**config.mk**
```make
export PLATFORM = sky130hd
export DESIGN_NAME = fifo_read_ctrl
export DESIGN_NICKNAME = d
export VERILOG_FILES = /design/src/rtl/fifo_ptr_pkg.sv /design/src/rtl/gray_to_bin.sv /design/src/rtl/fifo_read_ctrl.sv
export SDC_FILE = /design/constraint.sdc
export NUM_CORES = 1
export LEC_CHECK = 0
export CORE_MARGIN = 2
export CORE_UTILIZATION = 47
export DETAILED_ROUTE_END_ITERATION = 7
export GPL_TIMING_DRIVEN = 0
export PLACE_DENSITY = 0.78
export SYNTH_ARGS = -nofsm -noshare
export SYNTH_HDL_FRONTEND = slang
export SYNTH_SLANG_ARGS = --single-unit
```
**constraint.sdc**
```tcl
create_clock -name clk -period 3.26 [get_ports clk]
set_clock_uncertainty 0.15 [all_clocks]
set_input_delay 0.326 -clock clk [delete_from_list [all_inputs] [get_ports clk]]
set_output_delay 0.326 -clock clk [all_outputs]
set_load 0.005 [all_outputs]
```
**src/rtl/fifo_ptr_pkg.sv**
```systemverilog
// Pointer helpers shared by the read- and write-side FIFO controllers.
// Functions work on a wide container; callers zero-extend and slice to their own width.
package fifo_ptr_pkg;

    localparam int PTR_MAX_W = 32;

    typedef logic [PTR_MAX_W-1:0] ptr_t;

    function automatic ptr_t bin2gray(input ptr_t bin);
        return bin ^ (bin >> 1);
    endfunction

    // Leading zeros from zero-extension leave the low bits of the result unchanged.
    function automatic ptr_t gray2bin(input ptr_t gray);
        ptr_t bin;
        bin[PTR_MAX_W-1] = gray[PTR_MAX_W-1];
        for (int i = PTR_MAX_W - 2; i >= 0; i--) begin
            bin[i] = bin[i+1] ^ gray[i];
        end
        return bin;
    endfunction

endpackage

```
**src/rtl/gray_to_bin.sv**
```systemverilog
// Combinational gray-to-binary converter: each binary bit is the XOR of all gray bits at or above it.
module gray_to_bin #(
    parameter int W = 5
) (
    input  logic [W-1:0] gray,
    output logic [W-1:0] bin
);

    for (genvar i = 0; i < W; i++) begin : g_bit
        assign bin[i] = ^gray[W-1:i];
    end

endmodule

```
**src/rtl/fifo_read_ctrl.sv**
```systemverilog
// Read-domain pointer/flag controller of the asynchronous FIFO.
// rd_en is a request qualified by ~empty; each accepted read yields rd_valid exactly one cycle later.
module fifo_read_ctrl
    import fifo_ptr_pkg::*;
#(
    parameter int n               = 4,
    parameter int ALMOST_EMPTY_TH = 2
) (
    input  logic         clk,
    input  logic         rst_n,
    input  logic         rd_en,
    input  logic [n:0]   gray_counter_write_sync,
    output logic [n-1:0] rd_addr,
    output logic [n:0]   gray_counter_read,
    output logic         empty,
    output logic         almost_empty,
    output logic [n:0]   rd_level,
    output logic         rd_valid,
    output logic         underflow
);

    localparam logic [n:0] AE_TH = (n+1)'(ALMOST_EMPTY_TH);

    logic [n:0] rd_bin;
    logic [n:0] wr_bin;
    logic [n:0] rd_bin_next;
    logic [n:0] rd_gray_next;
    logic [n:0] rd_level_next;
    logic       accept;
    ptr_t       gray_wide;

    gray_to_bin #(.W(n+1)) u_wr_g2b (
        .gray (gray_counter_write_sync),
        .bin  (wr_bin)
    );

    // Flags are computed from the post-read pointer so emptiness is never a cycle late.
    always_comb begin
        accept        = rd_en & ~empty;
        rd_bin_next   = rd_bin + {{n{1'b0}}, accept};
        gray_wide     = bin2gray(ptr_t'(rd_bin_next));
        rd_gray_next  = gray_wide[n:0];
        rd_level_next = wr_bin - rd_bin_next;
    end

    always_ff @(posedge clk or negedge rst_n) begin
        if (!rst_n) begin
            rd_bin            <= '0;
            gray_counter_read <= '0;
            empty             <= 1'b1;
            almost_empty      <= 1'b1;
            rd_level          <= '0;
            rd_valid          <= 1'b0;
            underflow         <= 1'b0;
        end else begin
            rd_bin            <= rd_bin_next;
            gray_counter_read <= rd_gray_next;
            empty             <= (rd_gray_next == gray_counter_write_sync);
            almost_empty      <= (rd_level_next <= AE_TH);
            rd_level          <= rd_level_next;
            rd_valid          <= accept;
            underflow         <= rd_en & empty;
        end
    end

    assign rd_addr = rd_bin[n-1:0];

endmodule

```
==> flow_metrics.tcl <==
set metrics [dict create \
    fp.dieH_um 49.4 \
    drive_gt1_frac 0.0991 \
    areaGrowthSynthToFinish_pct 33.0 \
    post_cts_buffers 0 \
    synth_warnings 0 \
    crit_fanout 5 \
    startpoint_type "input port" \
    place_congestion 0.772 \
    cts.repair.resized 0 \
    seq_area_frac_synth 0.467 \
    cts-root-buf "clkbuf_4" \
    cts_max_level 1 \
    drt_iter0_drc 7 \
    remaining_drc_errors 0 \
    syn_nets 96 \
    tightest_slew_ps 805 \
    clock_sinks 18 \
    endpoint_kind "register" \
    placed_cell_area_um2 1250 \
    fin_util 0.658 \
    p_leak_nw 0.603 \
    arrival_ps 3000 \
    hold_violations 0 \
    rows 16 \
    insertion_delay_ps 290 \
    drv_slew 0 \
    min_period_over_period 0.900 \
    instances_no_fill 138 \
    fin_nets 126 \
    status "finished clean" \
    fillers 167 \
    routed_wl_um 1640 \
    ant_nets 0 \
    whs_ps 339 \
    period_minus_slack_ps 2930 \
    hpwlAfterDp_um 1300 \
    cts_tree "done" \
    syn_area_per_cell_um2 11.8 \
    design_area_um2 1290 \
    power_mw 1.46 \
    clock.fmax_mhz 341 \
    p_per_area_nw_per_um2 1130 \
    worstSetupPathType "input port to register" \
    rsz0062_at_grt "no" \
    drtPass1Iterations 4 \
    cap_violations 0 \
    pin_count 26 \
    die_area_um2 2440 \
    reg2reg_depth 10 \
    grt_pass1_vias 631 \
    viasPerCell 4.70 \
    coreArea_um2 1960 \
    initial_core_util 0.494 \
    ir_worst_vdd_v 0.000525 \
    antenna_found_initial 0 \
    grt_pass1_wl_um 2730 \
    critical_path_required_ps 3330 \
    die_w_um 49.4 \
    ys_ff_latch 18 \
    synth_cell_type_count 28 \
    overflow 0 \
    min_path_type "input port to asynchronous set/reset pin" \
    setup_viol 0 \
    placed_cells 134 \
    path_clk_slew_ps 100 \
    wl_per_cell_um 11.9 \
    syn_inst 82 \
    max_slew_margin 0.462 \
    globalRouteTotalUtil 0.152 \
    ctsHoldBuffers 0 \
    numPortBuffers 25 \
    insertedDiodeCount 0 \
    grt_max_degree 19 \
    vias 648 \
    cts_buffer_depth 2 \
    cts_made_buffers 3 \
    syn_area_um2 970 \
]
-- cell usage in the layout, fill, tap and decap left out, types with 3 or more instances in the layout --
cell | Yosys | final
xnor2_1 | 5 | 5
dfrtp_1 | 16 | 16
nand3_1 | 3 | 3
xor2_1 | 15 | 15
nor2_1 | 4 | 4
inv_1 | 8 | 8
ha_1 | 6 | 6
clkbuf_4 | 0 | 3
clkdlybuf4s50_1 | 0 | 25
-- where the power goes --
group	switching (mW)	total, mW	internal [mW]
combinational	0.457	0.940	0.484
clock	0.0664	0.134	0.0680
sequential	0.0442	0.385	0.341
-- logic make-up after synthesis --
| logic type | share of synthesized area |
|---|---|
| compound gates | 0.0568 |
| xor+xnor | 0.245 |
| fa+ha+maj | 0.0890 |
| buf+inv | 0.0361 |
| flops | 0.467 |
| mux | 0.0103 |
| simple gates | 0.0955 |
-- per-stage QoR --
stage	worst slack, ps	TNS [ps]
floorplan	615	0
global placement	46.9	0
detailed placement	-19.8	-19.8
CTS	272	0
global route	109	0
finish	326	0
-- metal layers --
metal | vias to the layer above | global-route usage | share of wire
li1 | 326 | - | -
met1 | 299 | 0.188 | 0.42
met2 | 19 | 0.245 | 0.51
met3 | 4 | 0.0153 | 0.047
met4 | 0 | 0.111 | 0.029
met5 | - | 0 | 0
-- cell usage after synthesis --
library cell / n / area (µm²)
a31oi_1: 1 / 6.26
nor2b_1: 2 / 12.5
xnor3_1: 1 / 22.5
maj3_2: 1 / 11.3
xor2_1: 15 / 131
nor2_1: 4 / 15.0
o211a_1: 1 / 10.0
xnor2_1: 5 / 43.8
xnor3_2: 1 / 23.8
and3_1: 1 / 6.26
a22oi_1: 1 / 7.51
inv_1: 8 / 30.0
or3_1: 1 / 6.26
buf_2: 1 / 5.00
o21bai_1: 1 / 7.51
dfrtp_1: 16 / 400
dfstp_2: 2 / 52.6
nand4_1: 1 / 6.26
ha_1: 6 / 75.1
nand2b_1: 1 / 6.26
nand3_1: 3 / 15.0
nor3_1: 1 / 5.00
a21oi_1: 1 / 5.00
nand2_1: 2 / 7.51
and2_1: 2 / 12.5
xor2_2: 1 / 16.3
mux2i_1: 1 / 10.0
o21bai_4: 1 / 18.8
-- sequential cells by signal, summed over array words and instances, names as in the netlist --
| register | cells |
|---|---|
| almost_empty | 1 |
| empty | 1 |
| gray_counter_read | 5 |
| rd_bin | 4 |
| rd_level | 5 |
| rd_valid | 1 |
| underflow | 1 |
-- worst max-delay path, stage by stage --
cell,delay [ps]
clkdlybuf4s50_1,470
nor2b_1,170
ha_1,190
ha_1,180
xor2_1,470
inv_1,90
ha_1,350
inv_1,110
o21bai_4,90
or3_1,390
a31oi_1,160
-- cell type report --
type,count,area (µm²),share of cell area
Sequential cell,18,453,0.351
Buffer,1,5.00,0.00388
Timing Repair Buffer,25,250,0.194
Multi-Input combinational cell,55,482,0.373
Inverter,8,30.0,0.0233
Tap cell,27,33.8,0.0262
Clock buffer,4,36.3,0.0281
-- final timing paths --
path	from	end	slack [ps]
setup / recovery	rd_en	almost_empty	330
hold / removal	rst_n	underflow	340
setup reg to reg	empty	almost_empty	360
hold reg to reg	empty	underflow	390
max in group asynchronous	rst_n	rd_level[4]	2110
min in group clk	empty	underflow	390
Note: power is estimated with default switching activity, not from simulation.
